==> config.mk <==
export PLATFORM = sky130hd
export DESIGN_NAME = muldiv_unit
export DESIGN_NICKNAME = d
export VERILOG_FILES = /design/src/rtl/muldiv_unit.sv
export SDC_FILE = /design/constraint.sdc
export NUM_CORES = 1
export LEC_CHECK = 0
export BUFFER_PORTS_ARGS = -buffer_cell sky130_fd_sc_hd__buf_2
export CELL_PAD_IN_SITES_DETAIL_PLACEMENT = 1
export CELL_PAD_IN_SITES_GLOBAL_PLACEMENT = 2
export CORE_MARGIN = 2
export CORE_UTILIZATION = 39
export CTS_BUF_LIST = sky130_fd_sc_hd__clkbuf_4
export CTS_CLUSTER_DIAMETER = 150
export DETAILED_ROUTE_END_ITERATION = 10
export PLACE_DENSITY = 0.93
export SYNTH_ARGS = -nofsm -noshare
export SYNTH_HDL_FRONTEND = slang
export SYNTH_SLANG_ARGS = --single-unit
==> constraint.sdc <==
create_clock -name clk -period 8.3 [get_ports clk]
set_input_delay 1.66 -clock clk [delete_from_list [all_inputs] [get_ports clk]]
set_output_delay 1.66 -clock clk [all_outputs]
set_load 0.1 [all_outputs]
==> src/rtl/muldiv_unit.sv <==
// muldiv_unit: iterative multiply/divide unit that processes one operand bit per clock.
//
// Operations (MDOp):
//   000 MUL    low half of the product
//   001 UMULL  unsigned 2*WIDTH product
//   010 SMULL  signed 2*WIDTH product
//   011 UDIV   unsigned quotient/remainder
//   100 SDIV   signed quotient/remainder
//   101-111    reserved; a Start with one of these codes is ignored.
//
// Ports:
//   clk, reset          single clock; synchronous active-high reset
//   Start, MDOp         request and operation code, sampled while idle
//   SrcA, SrcB          multiplicand/multiplier, or dividend/divisor
//   Busy                high from acceptance through the Done cycle
//   Done                one-cycle completion pulse
//   ResultLo, ResultHi  product low/high half, or quotient/remainder
//   Long                the last result is a 2*WIDTH product
//   Flags               {N,Z} of the last result
//   DivZero             the last divide had a zero divisor
module muldiv_unit #(
  parameter int WIDTH = 32,
  parameter int CNTW  = $clog2(WIDTH) + 1
) (
  input  logic             clk,
  input  logic             reset,
  input  logic             Start,
  input  logic [2:0]       MDOp,
  input  logic [WIDTH-1:0] SrcA,
  input  logic [WIDTH-1:0] SrcB,
  output logic             Busy,
  output logic             Done,
  output logic [WIDTH-1:0] ResultLo,
  output logic [WIDTH-1:0] ResultHi,
  output logic             Long,
  output logic [1:0]       Flags,
  output logic             DivZero
);

  localparam logic [2:0] OP_MUL   = 3'b000;
  localparam logic [2:0] OP_UMULL = 3'b001;
  localparam logic [2:0] OP_SMULL = 3'b010;
  localparam logic [2:0] OP_UDIV  = 3'b011;
  localparam logic [2:0] OP_SDIV  = 3'b100;

  typedef enum logic [1:0] {IDLE, RUN, FIN} state_t;

  state_t           state, state_nxt;
  logic [2:0]       op_q;
  logic             sign_a, sign_b;
  logic [WIDTH-1:0] a_raw;           // original dividend, returned as remainder on divide-by-zero
  logic [WIDTH-1:0] b_mag;           // multiplicand or divisor magnitude
  logic [WIDTH-1:0] acc_hi, acc_lo;  // product halves, or remainder/quotient
  logic [CNTW-1:0]  cnt;

  // Input decode used only on the accepting cycle
  logic             op_valid, signed_in, start_ok;
  logic [WIDTH-1:0] a_mag_in, b_mag_in;

  assign op_valid  = (MDOp <= OP_SDIV);
  assign signed_in = (MDOp == OP_SMULL) || (MDOp == OP_SDIV);
  assign a_mag_in  = (signed_in && SrcA[WIDTH-1]) ? -SrcA : SrcA;
  assign b_mag_in  = (signed_in && SrcB[WIDTH-1]) ? -SrcB : SrcB;
  // The Done cycle is already back in IDLE but still counts as busy, so a
  // new request is only taken the cycle after the Done pulse.
  assign start_ok  = (state == IDLE) && Start && op_valid && !Done;

  assign Busy = (state != IDLE) || Done;

  // ---------------------------------------------------------------- FSM
  // NOTE: state-holding processes use non-blocking (<=) so every register
  // samples pre-edge values regardless of process evaluation order.
  always_ff @(posedge clk) begin
    if (reset) state <= IDLE;
    else       state <= state_nxt;
  end

  // NOTE: every signal driven in an always_comb gets a default first, so no
  // path leaves it unassigned and no latch is inferred.
  always_comb begin
    state_nxt = state;
    case (state)
      IDLE:    if (start_ok) state_nxt = RUN;
      RUN:     if (cnt == CNTW'(WIDTH - 1)) state_nxt = FIN;
      FIN:     state_nxt = IDLE;
      default: state_nxt = IDLE;
    endcase
  end

  // ------------------------------------------------------ one RUN step
  logic             is_div;
  logic [WIDTH:0]   mul_sum, div_shift, div_diff;
  logic [WIDTH-1:0] step_hi, step_lo;

  assign is_div = (op_q == OP_UDIV) || (op_q == OP_SDIV);

  always_comb begin
    // Multiply: add the multiplicand when the current multiplier bit is set,
    // then shift the whole {hi,lo} pair right by one.
    mul_sum   = {1'b0, acc_hi} + (acc_lo[0] ? {1'b0, b_mag} : '0);
    // Divide: shift the next dividend bit into the remainder and trial-subtract.
    div_shift = {acc_hi, acc_lo[WIDTH-1]};
    div_diff  = div_shift - {1'b0, b_mag};
    step_hi   = mul_sum[WIDTH:1];
    step_lo   = {mul_sum[0], acc_lo[WIDTH-1:1]};
    if (is_div) begin
      if (!div_diff[WIDTH]) begin
        step_hi = div_diff[WIDTH-1:0];
        step_lo = {acc_lo[WIDTH-2:0], 1'b1};
      end else begin
        step_hi = div_shift[WIDTH-1:0];
        step_lo = {acc_lo[WIDTH-2:0], 1'b0};
      end
    end
  end

  // --------------------------------------------- sign fix-up and flags
  logic [2*WIDTH-1:0] prod_mag, prod_sgn;
  logic [WIDTH-1:0]   quo, rem, fin_lo, fin_hi;
  logic               fin_long, fin_dz;
  logic [1:0]         fin_flags;

  always_comb begin
    prod_mag  = {acc_hi, acc_lo};
    prod_sgn  = (op_q == OP_SMULL && (sign_a ^ sign_b)) ? -prod_mag : prod_mag;
    quo       = (op_q == OP_SDIV && (sign_a ^ sign_b)) ? -acc_lo : acc_lo;
    rem       = (op_q == OP_SDIV && sign_a) ? -acc_hi : acc_hi;
    fin_lo    = acc_lo;
    fin_hi    = '0;
    fin_long  = 1'b0;
    fin_dz    = 1'b0;
    fin_flags = {fin_lo[WIDTH-1], (fin_lo == '0)};
    case (op_q)
      OP_MUL: ;
      OP_UMULL, OP_SMULL: begin
        {fin_hi, fin_lo} = prod_sgn;
        fin_long  = 1'b1;
        fin_flags = {prod_sgn[2*WIDTH-1], (prod_sgn == '0)};
      end
      default: begin
        // A zero divisor magnitude only arises from SrcB == 0.
        if (b_mag == '0) begin
          fin_lo = '1;
          fin_hi = a_raw;
          fin_dz = 1'b1;
        end else begin
          fin_lo = quo;
          fin_hi = rem;
        end
        fin_flags = {fin_lo[WIDTH-1], (fin_lo == '0)};
      end
    endcase
  end

  // ------------------------------------------------ datapath registers
  // NOTE: the internal datapath registers are reset along with the outputs;
  // this is a handful of flops, not a memory array, so it costs nothing
  // meaningful and keeps simulation free of X after reset.
  always_ff @(posedge clk) begin
    if (reset) begin
      op_q     <= OP_MUL;
      sign_a   <= 1'b0;
      sign_b   <= 1'b0;
      a_raw    <= '0;
      b_mag    <= '0;
      acc_hi   <= '0;
      acc_lo   <= '0;
      cnt      <= '0;
      Done     <= 1'b0;
      ResultLo <= '0;
      ResultHi <= '0;
      Long     <= 1'b0;
      Flags    <= 2'b00;
      DivZero  <= 1'b0;
    end else begin
      Done <= 1'b0;
      case (state)
        IDLE: if (start_ok) begin
          op_q   <= MDOp;
          sign_a <= signed_in & SrcA[WIDTH-1];
          sign_b <= signed_in & SrcB[WIDTH-1];
          a_raw  <= SrcA;
          b_mag  <= b_mag_in;
          acc_hi <= '0;
          acc_lo <= a_mag_in;
          cnt    <= '0;
        end
        RUN: begin
          acc_hi <= step_hi;
          acc_lo <= step_lo;
          cnt    <= cnt + CNTW'(1);
        end
        FIN: begin
          ResultLo <= fin_lo;
          ResultHi <= fin_hi;
          Long     <= fin_long;
          Flags    <= fin_flags;
          DivZero  <= fin_dz;
          Done     <= 1'b1;
        end
        default: ;
      endcase
    end
  end

endmodule

==> results.ini, run 1 <==
[status]
status=finished clean

[synth]
ys_ff_latch=210
synth_ff_type=dfxtp_1
muxShareOfSynthArea_pct=0.543
netlist_area_sq_um=17300
synth_top_family_by_area=compound AO/OA/AOI/OAI gates
synthXorXnorAreaFrac_pct=9.93
synthAdderAreaFrac_pct=5.23
yosys_warnings=0
seq_area_frac_synth_pct=24.3
avgSynthCellArea_sq_um=7.01
synth_cell_types=82
synth_cells=2464
synth_compound_area_share_pct=29.3
synth-simple-area-share_pct=24.8
synth_edf_count=0
syn-num-nets=2605
synthArstFlopShare_pct=0

[route]
drc_errors=0
routed_wl_um=73200
antenna_left=0
vias_per_cell=6.12
dr.first_iter.drc_count=1319
first_pass_iters=7
post_drt_wl_per_cell_um=23.3
vias=19200

[run]
maxCapViolations=0

[floorplan]
pin_count=140
die_h_um=215
dieArea_sq_um=46000
die_w_um=215
start_util_pct=39.3
coreArea_sq_um=44000
rows=77

[global_route]
grt_max_degree=105
grt_use_total_pct=31.0
antenna_found_initial=3
gr-total-overflow=0
grt_pass1_wl_um=112000
grt_pass1_vias=19500

[timing]
worst_slack_ns=3.40
worst_pin_slew_ns=1.22
report.final.slew_viol_count=0
finalCritPeriodShare_pct=59.0
clock-skew-final_ns=0.0464
finalHoldViolCount=0
finalSetupViolations=0
rsz0062_at_grt=no
min_period_ns=4.90
max_slew_margin_pct=18.7
fmaxAchievable_ghz=0.204
tns_ns=0

[cts]
clock_sinks=210
cts-root-buf=clkbuf_4
cts_hold_buf=0
cts_tree=built
post_cts_resized=0
postCtsSetupBuffers=0
cts_max_path_buffers=3
clkSlewWorstSetupHoldPaths_ns=0.07
cts-buffers-inserted=66
h-tree-depth=3
insertion_delay_ns=0.81

[cells_and_area]
multi_input_area_sq_um=12200
syn2layout_area_growth_pct=10.8
drive_gt1_share_pct=12.4
nets=2638
nFillCells=5726
layout_common_cells=306 x nor2_1, 303 x nand2_1, 223 x a21oi_1
fin_cells=3143
register_area_sq_um=4200
final_common_cell=nor2_1

[worst_setup_path]
worstPathArrival_ns=5.56
crit_buf_inv=3
critical_path.slowest_cell=or4_1
crit_type=flop to flop
crit_path_start_kind=flop
crit_path_max_incr_delay_ns=0.55
worst_ep_required_time_ns=8.96
crit_chain=inv_1, ha_1, inv_1, fa_1, a211oi_1, o21ai_0, a21o_1, a22oi_1, o311ai_1, o21ai_0, xor2_4, buf_4, or4_1, a32o_1
critPathTopFamily=compound AO/OA/AOI/OAI gates
crit_fanout=38
end_kind=flop

[place]
io_buffer_count=139
pre_cts_slack_ns=3.36
place_inst=3021
place_congestion=0.965
hpwl_um=54800

[power_and_ir_drop]
power.density_nw_per_um2=160
peakVddDrop_mv=0.0767
p_leak_nw=7.43
total_power_mw=3.05

[worst_hold_path]
hold_path.class=flop to flop

-- power breakdown --
| group | switching (mW) | total (mW) | internal, mW |
|---|---|---|---|
| combinational | 0.507 | 0.768 | 0.260 |
| sequential | 0.107 | 1.16 | 1.05 |
| clock | 0.521 | 1.13 | 0.607 |
-- flip-flops by register name (all words and copies together) (netlist names) --
| signal | cells |
|---|---|
| DivZero | 1 |
| Done | 1 |
| Flags | 2 |
| Long | 1 |
| ResultHi | 32 |
| ResultLo | 32 |
| a_raw | 32 |
| acc_hi | 32 |
| acc_lo | 32 |
| b_mag | 32 |
| cnt | 6 |
| op_q | 3 |
| sign_a | 1 |
| sign_b | 1 |
| state | 2 |
-- tightest hold or removal path: cells and delay by family (launching register included) --
family / cells / cell delay [ns]
AO/OA/AOI/OAI: 1 / 0.05
flip-flops: 1 / 0.31
AND/OR/NAND/NOR: 1 / 0.05
-- cells by family after synthesis --
logic type	after synthesis
AND/OR/NAND/NOR	923
flip-flops	210
buffers and inverters	266
multiplexers	9
adder cells (fa/ha/maj)	71
AO/OA/AOI/OAI	789
XOR/XNOR	196
-- metrics by stage --
step	instance area (sq um)	utilization (%)	hold WS [ns]
floorplan	17300	-	0.436
global placement	18300	41.5	0.436
detailed placement	18300	41.5	0.447
CTS	19100	43.5	0.456
global route	19100	43.5	0.468
finish	19100	43.5	0.454
-- synth_stat cells, types with 11 or more instances --
cell type / number / area (sq um)
a211oi_1: 75 / 563
a21o_1: 28 / 210
a21oi_1: 223 / 1120
a222oi_1: 15 / 150
a22oi_1: 23 / 173
a311oi_1: 57 / 499
a31oi_1: 26 / 163
and2_1: 11 / 68.8
and3_1: 12 / 75.1
clkbuf_1: 190 / 713
dfxtp_1: 210 / 4200
ha_1: 69 / 863
inv_1: 60 / 225
nand2_1: 303 / 1140
nand2b_1: 25 / 156
nand3_1: 35 / 175
nand4_1: 13 / 81.3
nor2_1: 310 / 1160
nor2b_1: 16 / 100
nor3_1: 65 / 325
nor4_1: 49 / 307
o211ai_1: 24 / 180
o21ai_0: 191 / 956
o221ai_1: 11 / 96.3
o22ai_1: 11 / 68.8
o31ai_1: 21 / 158
or3_1: 25 / 156
xnor2_1: 86 / 753
xor2_1: 110 / 963
-- metal layers --
metal / routed length [um] / part of all wire (%) / GRT usage (%)
met1: 29600 / 40 / 36.1
met2: 34700 / 47 / 52.9
met3: 3760 / 5.1 / 4.85
met4: 5040 / 6.9 / 20.0
met5: 0 / 0 / 0
-- path summary, 6_finish.rpt --
kind                     start           end  slack [ns]  depth (start not counted)
hold reg to reg   ResultHi[19]  ResultHi[19]        0.45                          2
hold / removal    ResultHi[19]  ResultHi[19]        0.45                          2
setup / recovery    acc_lo[31]    acc_hi[18]        3.40                         14
setup reg to reg    acc_lo[31]    acc_hi[18]        3.40                         14
-- cell type report --
| class | count | area share [%] |
|---|---|---|
| multi-input cells | 1988 | 63.5 |
| clock buffers | 99 | 3.88 |
| flip-flops and latches | 210 | 22.0 |
| well taps | 592 | 3.87 |
| clock inverters | 19 | 0.686 |
| inverters | 62 | 1.22 |
| diodes | 4 | 0.0523 |
| repair buffers | 169 | 4.84 |
Power figures use the tool's default switching activity.
==> run 2: changes to the inputs <==
Settings changed: ABC_AREA set to 1, CORE_UTILIZATION 39 to 30, PLACE_DENSITY 0.93 to 0.83.
Clock period 8.3 ns to 4.3 ns, I/O delays scaled along.
==> run 2 against run 1 <==
Net effect:
- clock power rose by 96%
- synthesized cell count increased by 34%
- combinational power rose to 3.7 times the previous value
- clock-buffer cell count stayed put
- first-iteration DRC count is 61% higher
- largest power group is now combinational cells
==> results.ini, run 2 <==
[cts]
cts-buffers-inserted=66  ; unchanged
insertion_delay_ns=0.84  ; +0.03 ns
postCtsSetupBuffers=0  ; unchanged
post_cts_resized=0  ; unchanged
cts_tree=built
cts-root-buf=clkbuf_4
cts_hold_buf=0  ; unchanged
clock_sinks=210  ; unchanged
cts_max_path_buffers=3  ; unchanged
h-tree-depth=3  ; unchanged
clkSlewWorstSetupHoldPaths_ns=0.06  ; about the same

[worst_setup_path]
timing.rr.start=acc_lo[31]
crit_fanout=38  ; unchanged
end_kind=flop
startpoint=acc_lo[31]
crit_path_start_kind=flop
worstPathArrival_ns=4.06  ; -1.50 ns
crit_type=flop to flop
reg2regPathDepth=17  ; +3
worst_ep_required_time_ns=4.94  ; -4.02 ns

[route]
first_pass_iters=6  ; -1
antenna_left=0  ; unchanged
vias_per_cell=5.51  ; -10%
drc_errors=0  ; unchanged
post_drt_wl_per_cell_um=22.7  ; -2.6%
dr.first_iter.drc_count=2127  ; +61%
vias=23700  ; +23%
routed_wl_um=97400  ; +33%

[synth]
synth_ff_type=dfxtp_1
synth_cells=3295  ; +34%
yosys_warnings=0  ; unchanged
synth_edf_count=0  ; unchanged
seq_area_frac_synth_pct=21.8  ; -2.5 points
yosys-top-cells-count=756 x nand2_1, 416 x nor2_1, 353 x inv_1
synth_cell_types=52  ; -37%
ys_ff_latch=210  ; unchanged
synthTopCellsByArea=dfxtp_1 22%, nand2_1 15%, o21ai_0 8.7%
synthArstFlopShare_pct=0  ; unchanged
synth.largest_area_cell=dfxtp_1
synth_top_cell_area_share_pct=21.8  ; -2.5 points
syn-num-nets=3436  ; +32%
yosysMostFrequentCell=nand2_1
netlist_area_sq_um=19300  ; +11%
avgSynthCellArea_sq_um=5.84  ; -17%

[cells_and_area]
layout_common_cells=754 x nand2_1, 411 x nor2_1, 350 x inv_1
nets=3536  ; +34%
final_area_sq_um=21700  ; +13%
final_common_cell=nand2_1
drive_gt1_share_pct=11.5  ; -0.87 points
syn2layout_area_growth_pct=12.5

[timing]
rsz0062_at_grt=no
clock-skew-final_ns=0.0704  ; +0.0241 ns
max_slew_margin_pct=37.0  ; +18 points
finalHoldViolCount=0  ; unchanged
finalCritPeriodShare_pct=79.4  ; +20 points
tns_ns=0  ; unchanged
worst_pin_slew_ns=0.937  ; -0.281 ns
fmaxAchievable_ghz=0.293  ; +44%
min_period_ns=3.41  ; -1.49 ns
report.final.slew_viol_count=0  ; unchanged
finalSetupViolations=0  ; unchanged

[worst_hold_path]
min_from=SrcB[0]
hold_path.class=input pin to flop
holdPathStages=3  ; +1

[place]
io_buffer_count=139  ; unchanged
placed_area_sq_um=20800  ; +14%
place_congestion=0.973  ; +0.83%
hpwl_um=76300  ; +39%

[floorplan]
die_h_um=257  ; +20%
die_w_um=257  ; +20%
pin_count=140  ; unchanged
rows=92  ; +19%
start_util_pct=30.4  ; -8.8 points
dieArea_sq_um=66200  ; +44%
coreArea_sq_um=63300  ; +44%

[status]
status=finished clean

[power_and_ir_drop]
p_clk_share_pct=30.2  ; -6.7 points
power_frac_seq_pct=31.4  ; -6.5 points
cell_internal_pwr_mw=4.00  ; +110%
p_sw_share_pct=45.4  ; +8.3 points
peakVddDrop_mv=0.156  ; +100%
p_sw_mw=3.33  ; +190%
power.density_nw_per_um2=338  ; +110%
p_leak_nw=10.4  ; +40%
combPwrFrac_pct=38.4  ; +13 points

[global_route]
grt_use_total_pct=28.8  ; -2.2 points
grt_pass1_wl_um=145000  ; +29%
gr-total-overflow=0  ; unchanged
grt_pass1_vias=22800  ; +17%
grt_max_degree=78  ; -26%
antenna_found_initial=6  ; +3

[run]
maxCapViolations=0  ; unchanged

==> run 2: cell types whose count changed after synthesis, sizes merged, moves of 57 or more <==
| cell | delta |
|---|---|
| a21oi | +83 |
| nor2 | +136 |
| nand2 | +471 |
| nand3 | +207 |
| a211oi | -69 |
| o21ai | +167 |
| xnor2 | -57 |
| clkbuf | -86 |
| a311oi | -57 |
| inv | +309 |
==> run 2: area by class of cell <==
| type | count | area (sq um) |
|---|---|---|
| tap | 846 | 1060 |
| timing repair buffer | 188 | 1120 |
| multi-input combinational | 2556 | 13000 |
| clock buffer | 99 | 743 |
| clock inverter | 17 | 121 |
| inverter | 373 | 1400 |
| fill | 8630 | 41700 |
| antenna | 7 | 17.5 |
| sequential | 210 | 4200 |
==> run 2: layer usage <==
metal / global-route usage [%] / vias up / part of all wire [%] / routed length, um
met2: 41.7 / 958 / 41 / 39800
li1: - / 11200 / - / -
met5: 0 / - / 0.037 / 36
met4: 7.87 / 6 / 2.4 / 2320
met1: 41.1 / 11400 / 46 / 45100
met3: 8.49 / 134 / 10 / 10000
==> run 2: path summary, 6_finish.rpt <==
check / slack, ns / end
setup reg to reg: 0.89 / acc_hi[4]
setup / recovery: 0.89 / acc_hi[4]
hold reg to reg: 0.46 / ResultHi[9]
hold / removal: 0.35 / b_mag[0]
==> run 2: stage by stage <==
step	util [%]	std cells	worst slack (ns)	total power, mW	hold slack [ns]
after floorplan	-	3295	1.60	4.05	0.445
after global placement	32.8	4173	1.02	5.04	0.452
after detailed placement	32.8	4173	0.949	5.06	0.458
after CTS	34.2	4289	0.933	7.29	0.292
after global routing	34.2	4293	0.655	7.75	0.328
final	34.2	4296	0.887	7.33	0.346
==> run 2: cell families (layout without fill, tap and decap cells) <==
family / count (synthesis) / count (layout) / share of synthesized area (%)
and+or+nand+nor: 1552 / 1552 / 34.1
AOI/OAI and AO/OA: 850 / 850 / 24.7
buffers and inverters: 529 / 677 / 10.9
DFF: 210 / 210 / 21.8
xor gates and xnor gates: 83 / 83 / 3.78
adders and majority gates: 71 / 71 / 4.69
other: 0 / 7 / 0
==> run 2: worst max-delay path: stages (launching register included) <==
cell and delay, ns:
dfxtp_1 0.60, inv_1 0.24, ha_1 0.24, inv_1 0.09, fa_1 0.22, nand3_1 0.10, nand2_2 0.14, nand3_2 0.08
nand2_2 0.10, nand3_2 0.07, nand2_2 0.13, nand2_2 0.07, nand3_1 0.10, nand2_2 0.07, inv_2 0.60, o21ai_0 0.16
o21ai_0 0.18, a21oi_1 0.08
==> run 2: power by group through the flow <==
stage | Combinational (mW) | Sequential, mW | Clock, mW
2_1_floorplan | 1.86 | 2.18 | 0
3_3_place_gp | 2.71 | 2.33 | 0
3_5_place_dp | 2.73 | 2.33 | 0
4_1_cts | 2.75 | 2.28 | 2.26
5_1_grt | 3.07 | 2.30 | 2.38
6_report | 2.81 | 2.30 | 2.21
==> run 3: changes to the inputs <==
Clock period 4.3 ns to 2.8 ns, I/O delays scaled along.
==> run 3 against run 2 <==
Net effect:
- sequential share of layout area shrank 2.2 points
- utilization up 4.6 points
- non-clock buffer count increased by 289
- sequential power grew 50%
- first-iteration DRC count is 9.3% higher
- largest power group unchanged
- cell count rose by 6.7%
- worst setup slack got worse by 0.85 ns
- global-route usage rose by 1.6 points
- largest cell class unchanged
- clock power rose by 59%
- die area unchanged
- clock-buffer cell count is 6 lower
- critical path type unchanged
- routed wire length up 6.7%
- highest routed layer unchanged
==> results.ini, run 3 (synthesis gave the netlist of run 2 again) <==
[power_and_ir_drop]
peakVddDrop_mv=0.221  ; +42%
power.density_nw_per_um2=504  ; +49%
p_leak_nw=11.9  ; +15%

[timing]
clock-skew-final_ns=0.0839  ; +0.0135 ns
finalCritPeriodShare_pct=98.8  ; +19 points
worst_slack_ns=0.0325  ; -0.855 ns
fin_hold_ws_ns=0.0391  ; -0.306 ns
finalSetupViolations=0  ; unchanged
finalHoldViolCount=0  ; unchanged
min_period_ns=2.77  ; -0.645 ns
fmaxAchievable_ghz=0.361  ; +23%
max_slew_margin_pct=42.8  ; +5.8 points
rsz0062_at_grt=yes
worst_pin_slew_ns=0.849  ; -0.0887 ns
report.final.slew_viol_count=0  ; unchanged

[worst_setup_path]
critPathTopFamily=simple AND/OR/NAND/NOR gates
critical_path.slowest_cell=dfxtp_2
crit_buf_inv=5  ; +2
crit_chain=buf_6, buf_12, nand2_1, inv_1, ha_1, buf_4, nand2_1, inv_1, nand2_1, nor4_2, nand3_1, nand2_1, a21oi_1, o21ai_0, nand3_1, a21oi_1
worstPathArrival_ns=3.50  ; -0.56 ns
crit_path_start_kind=flop
worst_ep_required_time_ns=3.53  ; -1.41 ns
end_kind=flop
crit_path_max_incr_delay_ns=0.34  ; -0.26 ns
crit_fanout=19  ; -50%
crit_type=flop to flop
cpMostUsedCell=nand2_1

[cts]
clkSlewWorstSetupHoldPaths_ns=0.07  ; about the same
cts-buffers-inserted=68  ; +3.0%
cts-root-buf=clkbuf_4
clock_sinks=210  ; unchanged
h-tree-depth=3  ; unchanged
cts_tree=built
insertion_delay_ns=0.88  ; +0.04 ns
cts_max_path_buffers=3  ; unchanged

[place]
place_inst=4430  ; +6.2%
pre_cts_slack_ns=-0.341  ; -1.29 ns
placed_area_sq_um=22800  ; +9.9%
io_buffer_count=139  ; unchanged
place_congestion=1.00  ; +2.9%
hpwl_um=81400  ; +6.8%

[cells_and_area]
nFillCells=8576  ; -0.63%
final_common_cell=nand2_1
fin_cells=4584  ; +6.7%
drive_gt1_share_pct=21.2  ; +9.7 points
syn2layout_area_growth_pct=27.7
layout_common_cells=744 x nand2_1, 381 x nor2_1, 346 x inv_1
final_area_sq_um=24600  ; +14%
nets=3827  ; +8.2%

[floorplan]
die_h_um=257  ; unchanged
die_w_um=257  ; unchanged
pin_count=140  ; unchanged
rows=92  ; unchanged
coreArea_sq_um=63300  ; unchanged
dieArea_sq_um=66200  ; unchanged
start_util_pct=30.4  ; unchanged

[route]
antenna_left=0  ; unchanged
vias_per_cell=5.44  ; -1.2%
vias=24900  ; +5.4%
routed_wl_um=104000  ; +6.7%
first_pass_iters=6  ; unchanged
drc_errors=0  ; unchanged
dr_wl_met3_um=9340  ; -7.0%
post_drt_wl_per_cell_um=22.7  ; about the same
wl_met1_um=49800  ; +10%
highest_layer=met5
wl_met2_um=42100  ; +5.8%
dr.first_iter.drc_count=2325  ; +9.3%

[global_route]
grt_use_total_pct=30.4  ; +1.6 points
grt_pass1_vias=23800  ; +4.6%
grt_pass1_wl_um=153000  ; +5.7%
gr-total-overflow=0  ; unchanged
grt_max_degree=99  ; +27%
antenna_found_initial=6  ; unchanged

[status]
status=finished clean

[run]
maxCapViolations=0  ; unchanged

[worst_hold_path]
hold_path.class=input pin to flop

[run 3: changes by cell type in the layout (fill, tap and decap cells not counted), sizes merged]
cell,before,now
clkbuf,99,96
inv,370,367
buf,188,459
dlygate4sd3,0,15
clkinv,17,24
clkinvlp,1,4
bufinv,2,3
diode,7,4
[run 3: what timing repair did]
| item | 4_1_cts | 5_1_grt |
|---|---|---|
| pin swaps | 3 | 19 |
| endpoints found under the setup margin | 30 | 38 |
| gates cloned | 0 | 3 |
| resized for setup | 14 | 155 |
| hold endpoints to repair | 16 | 0 |
| setup buffers | 1 | 13 |
| hold buffers | 15 | 0 |
[run 3: path summary, 6_finish.rpt]
path	from	end	slack, ns	depth (start not counted)
setup / recovery	acc_lo[0]	acc_hi[30]	0.03	16
hold / removal	SrcA[25]	a_raw[25]	0.04	3
setup reg to reg	acc_lo[0]	acc_hi[30]	0.03	16
hold reg to reg	ResultHi[10]	ResultHi[10]	0.47	2
[run 3: metal layers]
layer  vias to the layer above  global-route usage (%)
li1                      11800                       -
met1                     12000                    45.5
met2                       984                    44.0
met3                       151                    5.96
met4                         2                    7.32
met5                         -                       0
[run 3: worst min-delay path, delay by kind of cell]
kind            cells  cell delay [ns]
compound gates      1             0.11
buf+inv             2             0.17
[run 3: final cells by class]
class                           count  area [sq um]  area share (%)
Multi-Input combinational cell   2556         13500            54.7
Inverter                          373          1420            5.77
Timing Repair Buffer              477          3530            14.4
Antenna cell                        4          10.0          0.0407
Clock buffer                       93           698            2.84
Clock inverter                     25           186           0.758
Sequential cell                   210          4230            17.2
Tap cell                          846          1060            4.30
[run 3: power breakdown]
part           internal [mW]  switching (mW)  leakage, nW
sequential              3.17           0.285         1.72
combinational           1.85            3.57         9.68
clock                   1.81            1.70        0.505
total                   6.83            5.55         11.9
[run 3: metrics by stage]
step / util [%] / power, mW / TNS (ns)
floorplan: - / 6.21 / 0
global placement: 36.1 / 8.34 / -1.52
detailed placement: 36.1 / 8.39 / -2.54
CTS: 37.7 / 12.0 / 0
global route: 38.8 / 13.1 / -0.608
finish: 38.8 / 12.4 / 0
